`config.mk`:
```
export PLATFORM = sky130hd
export DESIGN_NAME = systolic_array_seq_ctrl
export DESIGN_NICKNAME = d
export VERILOG_FILES = /design/src/rtl/systolic_array_seq_ctrl.sv
export SDC_FILE = /design/constraint.sdc
export NUM_CORES = 1
export LEC_CHECK = 0
export BUFFER_PORTS_ARGS = -buffer_cell sky130_fd_sc_hd__buf_2
export CAP_MARGIN = 20
export CORE_MARGIN = 2
export CORE_UTILIZATION = 64
export CTS_BUF_LIST = sky130_fd_sc_hd__clkbuf_2
export DETAILED_ROUTE_END_ITERATION = 7
export GPL_ROUTABILITY_DRIVEN = 0
export PLACE_DENSITY = 0.86
export SLEW_MARGIN = 20
export SYNTH_ARGS = -nofsm -noshare
export SYNTH_HDL_FRONTEND = slang
export SYNTH_SLANG_ARGS = --single-unit
```
`constraint.sdc`:
```
create_clock -name clk -period 4 [get_ports clk]
set_input_delay 0.2 -clock clk [delete_from_list [all_inputs] [get_ports clk]]
set_output_delay 0.2 -clock clk [all_outputs]
set_load 0.05 [all_outputs]
```
`src/rtl/systolic_array_seq_ctrl.sv`:
```
// Sequencer for the NxN systolic MAC array: tiled matrix passes with drain,
// compress (row-reduce) sequence, abort and operand validation.
module systolic_array_seq_ctrl #(
    parameter int SIZE      = 16,
    parameter int MAC_STEPS = 2,
    parameter int TILE_W    = 8
) (
    input  logic                    clk,
    input  logic                    reset,
    input  logic                    start,
    input  logic                    compress,
    input  logic                    abort,
    input  logic [$clog2(SIZE)+1:0] k_len,
    input  logic [$clog2(SIZE):0]   rows_A,
    input  logic [$clog2(SIZE):0]   cols_B,
    input  logic [TILE_W-1:0]       tiles,
    output logic                    load_en,
    output logic                    mult_en,
    output logic                    acc_en,
    output logic [SIZE-1:0]         memsel_A,
    output logic [SIZE-1:0]         memsel_B,
    output logic                    next,
    output logic                    busy,
    output logic                    done,
    output logic                    comp_add,
    output logic                    comp_en,
    output logic                    comp_ld,
    output logic [TILE_W-1:0]       tile_idx,
    output logic                    err
);

    localparam int KW = $clog2(SIZE) + 2;
    localparam int RW = $clog2(SIZE) + 1;
    localparam int BW = $clog2(3 * SIZE) + 1;
    localparam int SW = $clog2(MAC_STEPS) + 1;

    localparam logic [KW-1:0] K_MAX     = KW'(2 * SIZE);
    localparam logic [RW-1:0] R_MAX     = RW'(SIZE);
    localparam logic [SW-1:0] STEP_LAST = SW'(MAC_STEPS - 1);

    typedef enum logic [2:0] {
        S_IDLE,
        S_FEED,
        S_DRAIN,
        S_TILE_NEXT,
        S_DONE,
        S_CMP_RUN,
        S_CMP_LOAD,
        S_CMP_DONE
    } state_t;

    state_t            state;
    logic [BW-1:0]     beat;
    logic [BW-1:0]     cnt;
    logic [BW-1:0]     d_q;
    logic [SW-1:0]     step;
    logic [KW-1:0]     k_q;
    logic [RW-1:0]     r_q;
    logic [RW-1:0]     c_q;
    logic [TILE_W-1:0] t_q;

    logic [BW-1:0] k_ext;
    logic [BW-1:0] r_ext;
    logic [BW-1:0] c_ext;
    logic [BW-1:0] d_new;
    logic          start_bad;
    logic          in_feed;
    logic          bit_a;
    logic          bit_b;
    logic          step_last;
    logic          feed_end;
    logic          drain_end;
    logic          pass_end;
    logic          tile_last;

    always_comb begin
        k_ext     = BW'(k_q);
        r_ext     = BW'(r_q);
        c_ext     = BW'(c_q);
        d_new     = BW'(rows_A) + BW'(cols_B);
        if (d_new != '0)
            d_new = d_new - BW'(1);
        start_bad = (k_len == '0) || (k_len > K_MAX) ||
                    (rows_A > R_MAX) || (cols_B > R_MAX);
        in_feed   = (state == S_FEED);
        bit_a     = in_feed && (beat < r_ext);
        bit_b     = in_feed && (beat < c_ext);
        step_last = (step == STEP_LAST);
        feed_end  = (beat == k_ext - BW'(1));
        drain_end = (beat == d_q - BW'(1));
        // With an empty drain the pass ends on the last feed beat.
        pass_end  = in_feed ? (feed_end && (d_q == '0)) : drain_end;
        tile_last = (tile_idx == t_q - TILE_W'(1));
    end

    always_ff @(posedge clk or negedge reset) begin
        if (!reset) begin
            state    <= S_IDLE;
            beat     <= '0;
            cnt      <= '0;
            d_q      <= '0;
            step     <= '0;
            k_q      <= '0;
            r_q      <= '0;
            c_q      <= '0;
            t_q      <= '0;
            load_en  <= 1'b0;
            mult_en  <= 1'b0;
            acc_en   <= 1'b0;
            memsel_A <= '0;
            memsel_B <= '0;
            next     <= 1'b0;
            busy     <= 1'b0;
            done     <= 1'b0;
            comp_add <= 1'b0;
            comp_en  <= 1'b0;
            comp_ld  <= 1'b0;
            tile_idx <= '0;
            err      <= 1'b0;
        end else begin
            load_en  <= 1'b0;
            mult_en  <= 1'b0;
            acc_en   <= 1'b0;
            next     <= 1'b0;
            done     <= 1'b0;
            comp_add <= 1'b0;
            comp_en  <= 1'b0;
            comp_ld  <= 1'b0;
            err      <= 1'b0;
            if (state != S_IDLE && abort) begin
                state    <= S_IDLE;
                busy     <= 1'b0;
                memsel_A <= '0;
                memsel_B <= '0;
                beat     <= '0;
                step     <= '0;
                cnt      <= '0;
                tile_idx <= '0;
            end else begin
                unique case (state)
                    S_IDLE: begin
                        if (!abort) begin
                            if (compress) begin
                                if (rows_A > R_MAX) begin
                                    err <= 1'b1;
                                end else begin
                                    r_q   <= rows_A;
                                    cnt   <= '0;
                                    busy  <= 1'b1;
                                    state <= S_CMP_RUN;
                                end
                            end else if (start) begin
                                if (start_bad) begin
                                    err <= 1'b1;
                                end else begin
                                    k_q      <= k_len;
                                    r_q      <= rows_A;
                                    c_q      <= cols_B;
                                    t_q      <= (tiles == '0) ? TILE_W'(1) : tiles;
                                    d_q      <= d_new;
                                    busy     <= 1'b1;
                                    tile_idx <= '0;
                                    beat     <= '0;
                                    step     <= '0;
                                    memsel_A <= '0;
                                    memsel_B <= '0;
                                    state    <= S_FEED;
                                end
                            end
                        end
                    end
                    S_FEED, S_DRAIN: begin
                        if (step == '0) begin
                            load_en <= 1'b1;
                            acc_en  <= 1'b1;
                        end
                        if (step_last) begin
                            mult_en  <= 1'b1;
                            step     <= '0;
                            next     <= in_feed;
                            memsel_A <= {memsel_A[SIZE-2:0], bit_a};
                            memsel_B <= {memsel_B[SIZE-2:0], bit_b};
                            if (pass_end) begin
                                beat  <= '0;
                                state <= tile_last ? S_DONE : S_TILE_NEXT;
                            end else if (in_feed && feed_end) begin
                                beat  <= '0;
                                state <= S_DRAIN;
                            end else begin
                                beat <= beat + BW'(1);
                            end
                        end else begin
                            step <= step + SW'(1);
                        end
                    end
                    S_TILE_NEXT: begin
                        // Step 0 of the next tile's first beat, no gap cycle.
                        memsel_A <= '0;
                        memsel_B <= '0;
                        tile_idx <= tile_idx + TILE_W'(1);
                        load_en  <= 1'b1;
                        acc_en   <= 1'b1;
                        beat     <= '0;
                        step     <= SW'(1);
                        state    <= S_FEED;
                    end
                    S_DONE: begin
                        done     <= 1'b1;
                        busy     <= 1'b0;
                        memsel_A <= '0;
                        memsel_B <= '0;
                        beat     <= '0;
                        step     <= '0;
                        state    <= S_IDLE;
                    end
                    S_CMP_RUN: begin
                        comp_add <= 1'b1;
                        comp_en  <= 1'b1;
                        if (cnt == r_ext)
                            state <= S_CMP_LOAD;
                        else
                            cnt <= cnt + BW'(1);
                    end
                    S_CMP_LOAD: begin
                        comp_ld <= 1'b1;
                        state   <= S_CMP_DONE;
                    end
                    S_CMP_DONE: begin
                        comp_ld <= 1'b1;
                        done    <= 1'b1;
                        busy    <= 1'b0;
                        cnt     <= '0;
                        state   <= S_IDLE;
                    end
                    default: state <= S_IDLE;
                endcase
            end
        end
    end

endmodule

```
* Word level (Yosys, flattened, before mapping)
Cells that the tools add are included.
Word-level totals: word-level logic and storage cells 184, latch bits 0, register bits 98, memories kept 0, output and inout port bits 50, bits in writable memories 0, bits in read-only memories 0
Operators by class: add/subtract/negate cells 9, multiplexer cells 86, magnitude comparators 5, reductions and logical operators 33, multipliers 0, equal/unequal tests 27, bitwise logic cells 4, shift operators 0, divide/modulo/power cells 0
Operator list (number):
- 16-bit 2-to-1 mux | 8
- 7-bit 2-to-1 mux | 14
- 16-bit case mux with 3 select lines | 2
- 8-bit 2-to-1 mux | 6
- 7-bit case mux with 3 select lines | 2
- 3-bit 2-to-1 mux | 11
- 1-bit 2-to-1 mux | 28
- 3-bit inequality test (second input constant) | 9
- 5-bit 2-to-1 mux | 4
- 5-bit AND reduction | 4
- 3-bit case mux with 6 select lines | 1
- 6-bit AND reduction | 3
- 4-bit inequality test (second input constant) | 4
- 8-bit case mux with 2 select lines | 1
- 7-bit by 1-bit adder with 7-bit output (second input constant) | 2
- 7-bit == test | 2
- 7-bit by 5-bit < comparator with 1-bit output | 2
- 6-bit by 1-bit subtractor with 7-bit output (second input constant) | 2
- 3-bit == test (second input constant) | 4
- 2-bit 2-to-1 mux | 6
- 5-bit > comparator (second input constant) | 2
- 3-bit nonzero test | 3
- 8-bit by 1-bit adder with 8-bit output (second input constant) | 1
- 8-bit == test | 1
- 26 further kinds | 42

* Depth between registers and ports, before layout
depth in word-level cells 10, depth in mapped cells 10

* Worst setup path before layout
Ideal clock, no wire load.
kind reg2reg, start register d_q[0], end register state[0], stages on the path, launching flop included 9, arrival time 2.408 ns, path slack 1.512 ns, data required time 3.920 ns, cells stage by stage dfrtp_1 -> inv_1 -> ha_1 -> or2b_1 -> a311o_1 -> a2111oi_4 -> a211oi_2 -> or4b_1 -> o211ai_2
On the way: cells in the longest elaborated chain, start to end 7, elaborated cells on any way between the ends 11
RTL lines:
- start, declared | RTL line 55 | logic [BW-1:0] d_q;
- start signal, assigned | RTL line 160 | d_q <= d_new;
- 7-bit by 1-bit subtractor with 7-bit output / 7-bit logical NOT (equally long branches) | RTL line 90, 92
- 7-bit == test / 1-bit logical AND (equally long branches) | RTL line 90, 92
- 1-bit 2-to-1 mux * | RTL line 92 | pass_end = in_feed ? (feed_end && (d_q == '0)) : drain_end;
- 3-bit 2-to-1 mux | RTL line 183 | if (pass_end) begin
- 3-bit 2-to-1 mux | RTL line 177 | if (step_last) begin
- 3-bit case mux with 6 select lines | RTL line 140 | unique case (state)
- 3-bit 2-to-1 mux | RTL line 130 | if (state != S_IDLE && abort) begin
- end signal, assigned | RTL line 185 | state <= tile_last ? S_DONE : S_TILE_NEXT;
- end, declared | RTL line 52 | state_t state;
Every way passes the cells marked *; elsewhere a longest branch is shown, timed or not. The select of a mux whose other input is x is not followed. A chain may end at the register's enable or synchronous reset.

* Worst setup path in the final report
start input port cols_B[1], end register memsel_A[0]
On the way: cells in the longest elaborated chain, start to end 4
RTL lines:
- start, declared | RTL line 15 | input logic [$clog2(SIZE):0] cols_B,
- 5-bit > comparator | RTL line 84 | (rows_A > R_MAX) || (cols_B > R_MAX);
- 1-bit logical OR | RTL line 84
- 3-bit inequality test (no line)
- 6-bit AND reduction (no line)
- end signal, assigned | RTL line 181 | memsel_A <= {memsel_A[SIZE-2:0], bit_a};
- end, declared | RTL line 20 | output logic [SIZE-1:0] memsel_A,
No other way between the ends.

==> results.yml <==
run:
  max_cap_viol_count: 0
clocking:
  numCtsBuffers: 9
  clk_latency_ps: 610
  tritoncts: "built"
  ctsResizeCount: 0
  cts_max_level: 3
  clock-root-buffer: "clkbuf_2"
  clk_pin_slew_ps: 300
  cts_sinks: 98
  cts_buffer_depth: 2
setup_path:
  cp_data_required_time_ps: 4590
  criticalPathCategory: "in -> reg"
  critPathBufInv: 3
  critPathCapture: "memsel_A[0]$_DFFE_PN0P_"
  cp.depth: 9
  r2r_start: "state[0]$_DFFE_PN0P_"
  rr_endpoint: "t_q[2]$_DFFE_PN0P_"
  crit_path_cell_trace: "dlygate4sd3_1 -> buf_2 -> o41ai_1 -> nand4_2 -> o31ai_4 -> o31ai_4 -> buf_4 -> a2111oi_0 -> a21o_1"
  path_common_cell: "o31ai_4"
  startpoint_type: "input pin"
  arrival_ps: 3600
  ff2ff_path_depth: 8
  cp_max_fo: 27
  critPathMaxStageDelay_ps: 710
  endpoint_kind: "register"
  reg2reg_setup_slack_ps: 1180
  crit_start: "cols_B[1]"
  crit_family: "compound AO/OA/AOI/OAI gates"
  slowest_stage: "o41ai_1"
power:
  p_clk_frac: 0.137
  p_leak_nw: 3.14
  power.density_mw_per_mm2: 562
  comb_power_share: 0.461
  p_switching_mw: 1.65
  switching_share: 0.464
  p_seq_frac: 0.401
  max-vdd-ir-drop_mv: 0.316
  intPower_mw: 1.91
placed_design:
  io_buffer_count: 78
  hpwlAfterDp_um: 9250
  pre_cts_ws_ps: 964
  dp.cells: 728
layout:
  syn_to_final_growth_pct: 15.5
  instances_no_fill: 773
  drive_gt1_frac: 0.184
  n_antenna_cell: 0
  num-nets-final: 714
  post-route-util: 0.768
sta:
  hold_ws_ps: 36.2
  skew_ps: 28.7
  finalMaxSlewViolations: 0
  finalSetupViolCount: 0
  finalSetupTns_ps: 0
  timing.slew.headroom: 0.411
  max_freq_ghz: 0.332
  rsz0062_at_grt: "no"
  fin_crit_ps: 3010
  min_period_over_period: 0.752
  finalHoldViolations: 0
  worstMarginPinSlew_ps: 883
  setup_ws_ps: 991
grt:
  grt.overflow.total: 0
  grt_max_degree: 71
  track_usage: 0.299
  gr-max-usage-layer: "met2"
  antenna_found_initial: 0
  grt_pass1_vias: 4699
  grt_first_pass_wirelength_um: 22800
  grtUsageMet1: 0.399
  grt.met3_usage: 0.0499
  met2_usage: 0.496
floorplan:
  die_w_um: 96.6
  start_util: 0.665
  rows: 33
  core_mm2: 0.00826
  dieArea_mm2: 0.00934
  chipHeight_um: 96.6
  ios: 79
synth:
  synthFlopType: "dfrtp_1"
  syn_area_mm2: 0.00549
  yosysUniqueCellTypes: 68
  synth_edf_count: 0
  synth.ff_latch_count: 98
  seq_area_frac_synth: 0.446
  synthCells: 568
  ys_top_cells_by_area: "dfrtp_1 (45%), a22o_1 (5.4%), nand2_1 (5.3%)"
  ys_warn_count: 0
  async_reset_ff_frac: 1.00
  synth_nets: 619
  synth.avg_cell_area_um2: 9.67
  yosysTopAreaCell: "dfrtp_1"
  synth_top_area_frac: 0.446
route:
  vias: 4731
  routed_wl_um: 13600
  vias_per_cell: 6.12
  drtAntennaViolNets: 0
  drt_iter0_markers: 399
  remaining_drc_errors: 0
  wl_per_cell_um: 17.6
  first_pass_iters: 5
run_status:
  outcome: "finished, final reports clean"
worst_hold_path:
  hold_class: "in -> reg"
[layout by cell type (no fill, tap or decap), drive strengths merged, types with 6 or more instances in the layout]
master       instances
ha                  21
nand4                6
nand2b              10
dlygate4sd3         29
nand2               78
a22o                34
buf                 82
xnor2               30
inv                 30
and3                 8
a21oi               25
clkbuf               9
dfrtp               98
nand3               12
mux2                 7
nor2                30
o21ai               29
xor2                16
nor3                15
[sequential cells by signal (all words and copies together), names as in the netlist]
register	flops
comp_ld	1
state	3
err	1
beat	7
k_q	6
memsel_A	16
c_q	5
mult_en	1
step	2
memsel_B	16
cnt	7
comp_en	1
r_q	5
done	1
tile_idx	8
next	1
acc_en	1
d_q	7
busy	1
t_q	8
[stage by stage]
stage / power, mW / instance area (µm²)
6_report: 3.57 / 6340
5_1_grt: 3.81 / 6340
4_1_cts: 3.54 / 6340
3_5_place_dp: 3.04 / 5940
3_3_place_gp: 2.94 / 5940
2_1_floorplan: 2.65 / 5490
[timing repair]
action	4_1_cts	5_1_grt
setup buffers	0	0
hold buffers	29	0
hold endpoints to repair	97	0
[cells in the mapped netlist (all sizes together) (10+ instances only)]
master and n:
a21oi 25, a22o 34, clkbuf 20, dfrtp 98
ha 21, inv 27, nand2 78, nand2b 10
nand3 12, nor2 30, nor3 15, o21ai 29
xnor2 30, xor2 16
[cell type report]
cell class / instances / area, µm²
multi-input cells: 416 / 2830
clock inverters: 7 / 72.6
repair buffers: 111 / 713
flip-flops and latches: 98 / 2450
clock buffers: 9 / 45.0
fillers: 563 / 1910
inverters: 27 / 101
well taps: 105 / 131
[power groups by stage]
stage | Clock, mW | Combinational, mW | Sequential, mW
finish | 0.490 | 1.65 | 1.43
global route | 0.537 | 1.81 | 1.46
detailed placement | 0 | 1.59 | 1.44
global placement | 0 | 1.51 | 1.43
floorplan | 0 | 1.20 | 1.45
CTS | 0.489 | 1.63 | 1.42
[worst min-delay path: stages]
cell	delay [ps]
buf_2	190
nor3_4	150
nand2_1	90
nand2_1	40
[how the worst min path moves through the flow]
stage / from / end / slack, ps / cells after the start
floorplan: reset / acc_en$_DFF_PN0_ / -100 / 0
global placement: reset / tile_idx[6]$_DFFE_PN0P_ / 360 / 1
detailed placement: reset / tile_idx[6]$_DFFE_PN0P_ / 360 / 1
CTS: compress / k_q[5]$_DFFE_PN0P_ / 20 / 4
global route: compress / k_q[5]$_DFFE_PN0P_ / 30 / 4
finish: compress / k_q[5]$_DFFE_PN0P_ / 40 / 4
[cell families after synthesis]
kind of cell | share of synthesized area
flip-flops | 0.446
adder cells (fa/ha/maj) | 0.0515
multiplexers | 0.0198
buffers and inverters | 0.0417
XOR/XNOR | 0.0733
AO/OA/AOI/OAI | 0.190
AND/OR/NAND/NOR | 0.177
[routing by layer]
metal | up-vias | routed length [µm]
li1 | 2213 | -
met1 | 2299 | 5700
met2 | 189 | 6780
met3 | 30 | 781
met4 | 0 | 318
met5 | - | 0
Power figures use the tool's default switching activity.
